[src/rtl/id_exe_issue.sv]
// ARM-style decode/issue stage: builds the EXE_CMD control word, evaluates the
// condition field against forwarded NZCV and registers the result into ID/EX.
module id_exe_issue (
   input  logic        clk,
   input  logic        rst_n,
   input  logic        in_valid,
   input  logic [31:0] instr,
   input  logic        stall,
   input  logic        flush,
   input  logic        flag_we,
   input  logic        alu_n,
   input  logic        alu_z,
   input  logic        alu_c,
   input  logic        alu_v,
   output logic        ex_valid,
   output logic [3:0]  ex_cmd,
   output logic        ex_mem_r,
   output logic        ex_mem_w,
   output logic        ex_wb_en,
   output logic        ex_s,
   output logic        ex_b,
   output logic        ex_imm,
   output logic [3:0]  ex_rn,
   output logic [3:0]  ex_rm,
   output logic [3:0]  ex_rd,
   output logic [11:0] ex_shift_op,
   output logic [23:0] ex_imm24,
   output logic [3:0]  status,
   output logic        illegal
);

   typedef struct packed {
      logic        valid;
      logic [3:0]  cmd;
      logic        mem_r;
      logic        mem_w;
      logic        wb_en;
      logic        s;
      logic        b;
      logic        imm;
      logic [3:0]  rn;
      logic [3:0]  rm;
      logic [3:0]  rd;
      logic [11:0] shift_op;
      logic [23:0] imm24;
   } id_ex_t;

   localparam id_ex_t BUBBLE = '0;

   id_ex_t     dec;
   id_ex_t     id_ex_q;
   logic       legal;
   logic       pass;
   logic [3:0] f;
   logic       fn, fz, fc, fv;

   always_comb begin
      dec          = '0;
      legal        = 1'b0;
      dec.valid    = 1'b1;
      dec.rn       = instr[19:16];
      dec.rd       = instr[15:12];
      dec.rm       = instr[3:0];
      dec.shift_op = instr[11:0];
      dec.imm24    = instr[23:0];
      case (instr[27:26])
         2'b00: begin
            legal     = 1'b1;
            dec.imm   = instr[25];
            dec.wb_en = 1'b1;
            dec.s     = instr[20];
            case (instr[24:21])
               4'b0000: dec.cmd = 4'b0110;
               4'b0001: dec.cmd = 4'b1000;
               4'b0010: dec.cmd = 4'b0100;
               4'b0100: dec.cmd = 4'b0010;
               4'b0101: dec.cmd = 4'b0011;
               4'b0110: dec.cmd = 4'b0101;
               4'b1000: begin
                  dec.cmd   = 4'b0110;
                  dec.wb_en = 1'b0;
                  dec.s     = 1'b1;
               end
               4'b1010: begin
                  dec.cmd   = 4'b0100;
                  dec.wb_en = 1'b0;
                  dec.s     = 1'b1;
               end
               4'b1100: dec.cmd = 4'b0111;
               4'b1101: dec.cmd = 4'b0001;
               4'b1111: dec.cmd = 4'b1001;
               default: legal = 1'b0;
            endcase
         end
         2'b01: begin
            legal     = 1'b1;
            dec.cmd   = 4'b0010;
            dec.imm   = ~instr[25];
            dec.mem_r = instr[20];
            dec.wb_en = instr[20];
            dec.mem_w = ~instr[20];
         end
         2'b10: begin
            legal = 1'b1;
            dec.b = 1'b1;
         end
         default: legal = 1'b0;
      endcase
   end

   // Forward the flags of an S-instruction currently in EX.
   assign f = flag_we ? {alu_n, alu_z, alu_c, alu_v} : status;
   assign {fn, fz, fc, fv} = f;

   always_comb begin
      case (instr[31:28])
         4'b0000: pass = fz;
         4'b0001: pass = ~fz;
         4'b0010: pass = fc;
         4'b0011: pass = ~fc;
         4'b0100: pass = fn;
         4'b0101: pass = ~fn;
         4'b0110: pass = fv;
         4'b0111: pass = ~fv;
         4'b1000: pass = fc & ~fz;
         4'b1001: pass = ~fc | fz;
         4'b1010: pass = (fn == fv);
         4'b1011: pass = (fn != fv);
         4'b1100: pass = ~fz & (fn == fv);
         4'b1101: pass = fz | (fn != fv);
         4'b1110: pass = 1'b1;
         default: pass = 1'b0;
      endcase
   end

   always_ff @(posedge clk or negedge rst_n) begin
      if (!rst_n) begin
         id_ex_q <= BUBBLE;
         illegal <= 1'b0;
      end else if (flush) begin
         id_ex_q <= BUBBLE;
         illegal <= 1'b0;
      end else if (!stall) begin
         if (in_valid && legal && pass) begin
            id_ex_q <= dec;
            illegal <= 1'b0;
         end else begin
            id_ex_q <= BUBBLE;
            illegal <= in_valid & ~legal;
         end
      end
   end

   // NZCV belongs to the instruction already in EX, so stall/flush don't gate it.
   always_ff @(posedge clk or negedge rst_n) begin
      if (!rst_n) begin
         status <= 4'b0000;
      end else if (flag_we) begin
         status <= {alu_n, alu_z, alu_c, alu_v};
      end
   end

   assign ex_valid    = id_ex_q.valid;
   assign ex_cmd      = id_ex_q.cmd;
   assign ex_mem_r    = id_ex_q.mem_r;
   assign ex_mem_w    = id_ex_q.mem_w;
   assign ex_wb_en    = id_ex_q.wb_en;
   assign ex_s        = id_ex_q.s;
   assign ex_b        = id_ex_q.b;
   assign ex_imm      = id_ex_q.imm;
   assign ex_rn       = id_ex_q.rn;
   assign ex_rm       = id_ex_q.rm;
   assign ex_rd       = id_ex_q.rd;
   assign ex_shift_op = id_ex_q.shift_op;
   assign ex_imm24    = id_ex_q.imm24;

endmodule

[config.mk]
export PLATFORM = sky130hd
export DESIGN_NAME = id_exe_issue
export DESIGN_NICKNAME = d
export VERILOG_FILES = /design/src/rtl/id_exe_issue.sv
export SDC_FILE = /design/constraint.sdc
export NUM_CORES = 1
export LEC_CHECK = 0
export ABC_CLOCK_PERIOD_IN_PS = 1950
export BUFFER_PORTS_ARGS = -buffer_cell sky130_fd_sc_hd__buf_2
export CORE_MARGIN = 4
export CORE_UTILIZATION = 41
export DETAILED_ROUTE_END_ITERATION = 10
export HOLD_SLACK_MARGIN = 0.15
export PLACE_DENSITY = 0.78
export SETUP_SLACK_MARGIN = 0.15
export SLEW_MARGIN = 40
export SYNTH_ARGS = -nofsm -noshare
export SYNTH_HDL_FRONTEND = slang
export SYNTH_SLANG_ARGS = --single-unit
[constraint.sdc]
create_clock -name clk -period 1.95 [get_ports clk]
set_clock_uncertainty 0.05 [all_clocks]
set_input_delay 0.0975 -clock clk [delete_from_list [all_inputs] [get_ports clk]]
set_output_delay 0.0975 -clock clk [all_outputs]
set_load 0.02 [all_outputs]
==> flow_summary.rst, run 1 <==
.. list-table::
   :header-rows: 1

   * - Metric
     - Value
   * - Run status
     - complete, but fails checks
   * - Violations in the final reports
     - setup timing
   * - Per-instance average area after synthesis
     - about 11 um2
   * - Final worst path period share
     - 1.00
   * - Number of placed cells counting well taps
     - 340
   * - Register-to-Register Path Depth
     - 6
   * - Capture endpoint of the worst hold path
     - ex_imm24[22]
   * - Total power per unit cell area
     - approximately 640 nW/um2
   * - Critical path peak fanout
     - 13
   * - Depth of the CTS H-tree
     - 2
   * - Post-DR wirelength/cell
     - roughly 14 um
   * - Post-layout utilization of the core
     - 0.643
   * - HPWL Detailed
     - ~3700 um
   * - Leading post-synthesis cells by cell area
     - dfrtp_1 (49%), a22o_1 (12%), buf_4 (10%)
   * - Number of antenna-violating nets in the routed design
     - 0
   * - Net Count, Synth
     - 232
   * - Max Buffers Root-to-Sink
     - 2
   * - Number of stages on the worst hold path
     - 4
   * - Critical register-to-register path startpoint
     - status[1]
   * - Number of remaining DRC errors
     - 0
   * - Clock insertion delay at the later pin of the skew report
     - 280 ps
   * - Worst setup slack before clock tree synthesis
     - -313 ps
   * - Post-synthesis sequential area ratio
     - 0.485
   * - Crit path capture type
     - flip-flop
   * - Die area
     - 6230 um2
   * - Initial detailed-routing violation count
     - 67
   * - Mapped cell area
     - 2060 um2
   * - Maximum number of pins on one net before global-route repair
     - 41
   * - Share of cells above drive strength 1
     - 0.489
   * - Slack of the worst reg-to-reg path
     - 20 ps
   * - All-Layer GR Usage
     - 0.172
   * - Synthesized-area fraction occupied by ao, oa, aoi and oai cells
     - 0.201
   * - Antenna Cells
     - 0
   * - Peak ir drop on the vdd network
     - 0.332 mV
   * - Syn. warnings
     - 0
   * - Slew Limit Fails
     - 0
   * - Area fraction in and, or, nand and nor cells after synthesis
     - 0.0928
   * - Total negative setup slack
     - -5.08 ps
   * - Post-layout net count
     - 356
   * - Cell type with the largest total area after synthesis
     - dfrtp_1
   * - Worst slew margin
     - 0.662
   * - Row count
     - 25
   * - Classification of the worst-slack hold path
     - in -> reg
   * - XOR/XNOR share of the synthesized area
     - 0.0170
   * - Proportion of synthesized area in mux cells
     - 0.0467
   * - Area share of the largest cell type after synthesis
     - 0.485
   * - Worst Max-Slew Pin Slew
     - 507 ps
   * - Unrepaired setup endpoints after global routing
     - true
   * - Number of inserted filler cells in the final layout
     - 414
   * - Smallest setup slack after layout
     - -1.97 ps
   * - Number of global-route vias before repair
     - ~1800
   * - Total congestion overflow
     - 0
   * - Power, Total
     - about 0.002 W
   * - Area taken by flip-flops and latches
     - 1000 um2
   * - Clock Sinks
     - 40
   * - Inserted Clock Buffers
     - 5
   * - Clock transition at the register clock pins on the worst setup and hold paths after CTS
     - 70 ps
   * - Worst Setup Start Kind
     - primary input
   * - Post-Synth Adder-Cell Area
     - 0.0243
   * - First-pass DRT Iterations
     - 4
   * - Initial antenna violation count
     - 0
   * - Max cap viols
     - 0
   * - Die outline width
     - 78.9 um
   * - Synthesized flop and latch total
     - 40
   * - Leakage power of the design
     - 1.68 nW
   * - Area occupied by multi-input gates
     - about 840 um2
   * - Number of buffers added on ports
     - 105
   * - Placer's final routability congestion estimate
     - slightly below 0.8
   * - Required time at the worst-slack endpoint
     - 2120 ps
   * - Hold Path Origin
     - instr[22]
   * - Endpoint of the lowest-slack register-to-register path
     - ex_mem_w
   * - Buffer cell driving the clock tree root
     - clkbuf_8
   * - DRT Wirelength
     - 5130 um
   * - Combinational family with the most area after synthesis
     - compound AO/OA/AOI/OAI gates
   * - Number of enable-type register cells in the synthesized netlist
     - 0
   * - Gate count after technology mapping
     - 186
   * - Maximum clock frequency
     - 512 MHz
   * - Via total after detailed routing
     - 1827
   * - Count of non-filler cells in the finished layout
     - 378
   * - Die H
     - between 70 and 80 um
   * - Number of vias per cell
     - 4.83
   * - Number of ports placed on the die boundary
     - 106
   * - Fraction of synthesis flops using an asynchronous set or reset pin
     - 1.00
   * - Clock tree from TritonCTS
     - built
   * - Signed area change from the synthesized netlist to the final layout
     - 49.1%
   * - Synth Flop Type
     - dfrtp_1
   * - Global-route wire length before repair
     - roughly 8500 um
   * - Count of endpoints failing setup in the final report
     - 3
   * - Worst Setup Path Type
     - in -> reg
   * - Worst Path Arrival
     - between 2000 and 2500 ps
   * - Initial Util
     - 0.431
   * - Final critical path time including I/O delays and setup
     - between 1500 and 2000 ps
   * - Number of different library cells in the post-synthesis netlist
     - 39
   * - Area of the core region
     - about 4800 um2
   * - Hold Fails Final Rpt
     - 0
==> area by class of cell <==
| cell class | count | area share |
|---|---|---|
| Inverter | 8 | 0.0155 |
| Clock inverter | 1 | 0.00976 |
| Multi-Input combinational cell | 103 | 0.275 |
| Tap cell | 67 | 0.0273 |
| Timing Repair Buffer | 152 | 0.315 |
| Clock buffer | 7 | 0.0313 |
| Sequential cell | 40 | 0.326 |
==> layout by cell type (no fill, tap or decap), types with 2 or more instances in the layout <==
cell and n:
inv_1 6, buf_4 16, dlygate4sd3_1 30, a21oi_1 2, ha_1 3, a32o_1 2
mux2_2 2, o21ai_2 2, dfrtp_2 2, nand2b_1 2, o31ai_2 3, clkbuf_8 7
buf_2 103, mux2i_1 3, o31ai_1 2, nor4_1 2, o21ai_1 2, dfrtp_1 38
nor2_1 4, xor2_1 3, nand2_1 12, nor3_1 2, o21ai_0 5, a22o_1 28
==> synthesized netlist by cell type (all sizes together) (3+ instances only) <==
cell,instances
mux2i,4
dfrtp,40
buf,30
o31ai,5
mux2,3
ha,4
a22o,28
clkbuf,5
nor2,4
nand2,12
a21oi,3
inv,8
xor2,3
o21ai,9
==> cells by family (layout without fill, tap and decap cells) <==
logic type,count (synthesis),count (layout)
AO/OA/AOI/OAI,52,52
flip-flops,40,40
adder cells (fa/ha/maj),4,4
buffers and inverters,43,168
AND/OR/NAND/NOR,35,35
multiplexers,8,8
XOR/XNOR,4,4
==> registers in the layout (all words and copies together), names as in the netlist <==
name	flops
ex_shift_op	8
ex_imm24	7
ex_cmd	4
status	4
ex_rd	3
ex_rm	3
ex_rn	3
ex_b	1
ex_imm	1
ex_mem_r	1
ex_mem_w	1
ex_s	1
ex_valid	1
ex_wb_en	1
illegal	1
==> power by group <==
group / internal (W) / total, W / switching [W]
registers: 0.000850 / 0.000864 / 0.0000143
clock network: 0.000451 / 0.000728 / 0.000276
logic: 0.000184 / 0.000376 / 0.000192
==> per-stage QoR <==
step	hold WS [ps]	cell area [um2]
after detailed placement	58.3	2610
after global placement	215	2600
after global routing	214	3080
final	214	3080
after CTS	180	3040
after floorplan	-248	2110
==> worst max-delay path by stage <==
stage	start	endpoint	cells after the start
floorplan	instr[26]	ex_mem_r	8
global placement	instr[26]	ex_shift_op[9]	9
detailed placement	instr[26]	ex_imm24[21]	9
CTS	instr[26]	ex_imm24[21]	9
global route	status[3]	ex_mem_w	7
finish	instr[26]	ex_shift_op[9]	9
==> critical path, cell delays in order <==
cell and delay (ps):
clkbuf_4 160, inv_12 30, ha_4 270, a21oi_2 30, or3_1 400, or4_4 570, a31oi_4 230, buf_6 190
a22o_1 140
==> metal layers <==
metal	vias up	wire length [um]	global-route usage
met4	0	53	0.0464
met5	-	0	0
met2	70	2390	0.280
li1	898	-	-
met3	4	391	0.0454
met1	855	2290	0.227
==> timing repair <==
action,in CTS,in global routing
endpoints found under the hold margin,72,0
endpoints found under the setup margin,35,36
gates resized for setup,4,10
hold buffers,30,0
gates cloned,0,0
buffers inserted,0,0
pin swaps,0,4
(Power assumes the default switching activity.)
==> run 2: changes to the inputs <==
Settings changed: SKIP_CTS_REPAIR_TIMING set to 1.
==> flow_summary.rst, run 2 (synthesis gave the netlist of run 1 again) <==
.. list-table::
   :header-rows: 1

   * - Metric
     - Value
   * - Placed inst area
     - about 2600 um2
   * - Inserted Clock Buffers
     - 5
   * - Worst Path Arrival
     - 2060 ps
   * - Global-route wire length before repair
     - just under 8000 um
   * - Worst Setup Start Kind
     - flip-flop
   * - Depth of the CTS H-tree
     - 2
   * - Peak ir drop on the vdd network
     - 0.331 mV
   * - Hold Fails Final Rpt
     - 0
   * - Count of endpoints failing setup in the final report
     - 0
   * - Maximum number of pins on one net before global-route repair
     - 41
   * - Required time at the worst-slack endpoint
     - 2080 ps
   * - Total power per unit cell area
     - ~640 nW/um2
   * - Antenna Cells
     - 0
   * - Via total after detailed routing
     - around 1800
   * - Number of vias per cell
     - between 4 and 5
   * - Row count
     - 25
   * - Area of the core region
     - ~4800 um2
   * - Post-DR wirelength/cell
     - ~14 um
   * - Worst Setup Path Type
     - reg -> reg
   * - Critical path peak fanout
     - 3
   * - Die H
     - 78.9 um
   * - Slew Limit Fails
     - 0
   * - Initial detailed-routing violation count
     - 64
   * - Commonest non-fill, non-tap cells in the layout
     - buf_2 (103), dfrtp_1 (38), dlygate4sd3_1 (29), a22o_1 (28), buf_4 (16)
   * - Most common cell after layout, fill and taps aside
     - buf_2
   * - Number of buffers added on ports
     - about 110
   * - Buffer cell driving the clock tree root
     - clkbuf_8
   * - Max cap viols
     - 0
   * - Final worst path period share
     - 0.989
   * - Signed area change from the synthesized netlist to the final layout
     - 48.1%
   * - Clock transition at the register clock pins on the worst setup and hold paths after CTS
     - approximately 80 ps
   * - Max Buffers Root-to-Sink
     - 2
   * - Clock Sinks
     - 40
   * - DRT Wirelength
     - between 5000 and 6000 um
   * - Max FFs per register
     - 8
   * - Clock insertion delay at the later pin of the skew report
     - 280 ps
   * - Classification of the worst-slack hold path
     - in -> reg
   * - Leakage power of the design
     - 1.68 nW
   * - Placer's final routability congestion estimate
     - 0.776
   * - Worst hold slack
     - 143 ps
   * - Number of global-route vias before repair
     - 1633
   * - HPWL Detailed
     - 3700 um
   * - Final critical path time including I/O delays and setup
     - 1930 ps
   * - Initial antenna violation count
     - 0
   * - Final non-filler cell area
     - 3060 um2
   * - Die outline width
     - 78.9 um
   * - Share of cells above drive strength 1
     - 0.487
   * - Number of ports placed on the die boundary
     - ~110
   * - Number of antenna-violating nets in the routed design
     - 0
   * - Unrepaired setup endpoints after global routing
     - true
   * - Die area
     - between 6000 and 7000 um2
   * - Crit path capture type
     - flip-flop
   * - Post-layout net count
     - 355
   * - Worst Max-Slew Pin Slew
     - between 500 and 600 ps
   * - Maximum clock frequency
     - 518 MHz
   * - Clock tree from TritonCTS
     - built
   * - Number of remaining DRC errors
     - 0
   * - Initial Util
     - 0.431
   * - All-Layer GR Usage
     - 0.159
   * - Run status
     - completed
   * - First-pass DRT Iterations
     - 4
   * - Total congestion overflow
     - 0
   * - Worst slew margin
     - 0.664
==> run 2: per-layer routing <==
| layer | GRT usage | wire length [um] | vias up |
|---|---|---|---|
| met5 | 0 | 0 | - |
| met4 | 0.0464 | 53 | 0 |
| met1 | 0.209 | 2340 | 865 |
| li1 | - | - | 897 |
| met3 | 0.0476 | 394 | 4 |
| met2 | 0.254 | 2330 | 71 |
==> run 2: area by class of cell <==
class,instances,area (um2)
clock buffers,7,96.3
clock inverters,1,30.0
fillers,407,1730
inverters,8,47.5
multi-input cells,103,838
flip-flops and latches,40,1000
well taps,67,83.8
repair buffers,151,956
==> run 2: worst paths after layout <==
check | slack (ps) | start | cells past startpoint | end
max | 20 | status[0] | 7 | ex_mem_w
min in group asynchronous | 270 | rst_n | 2 | status[0]
max reg2reg | 20 | status[0] | 7 | ex_mem_w
min reg2reg | 430 | ex_cmd[3] | 2 | ex_cmd[3]
max in group asynchronous | 1210 | rst_n | 2 | status[3]
min | 140 | instr[21] | 3 | ex_imm24[21]
==> run 2: through the flow <==
stage | setup WS (ps) | TNS, ps | power, W | cells | utilization
floorplan | 26.7 | 0 | 0.00106 | 186 | -
global placement | -262 | -7440 | 0.00119 | 340 | 0.544
detailed placement | -313 | -8920 | 0.00119 | 340 | 0.544
CTS | -36.2 | -393 | 0.00193 | 348 | 0.571
global route | -79.9 | -1350 | 0.00206 | 377 | 0.638
finish | 20.5 | 0 | 0.00196 | 377 | 0.638
==> run 2: critical path: stages (launching register included) <==
cell	delay, ps
dfrtp_2	380
mux2_4	160
nor3_1	40
or4_1	530
o21ai_2	110
a31oi_4	130
buf_4	170
a32o_1	240
==> run 2: power breakdown <==
group / leakage (nW) / total [W] / switching [W] / internal, W
clock: 0.0645 / 0.000728 / 0.000277 / 0.000452
sequential: 0.546 / 0.000865 / 0.0000149 / 0.000850
combinational: 1.07 / 0.000371 / 0.000190 / 0.000181
total: 1.68 / 0.00196 / 0.000481 / 0.00148
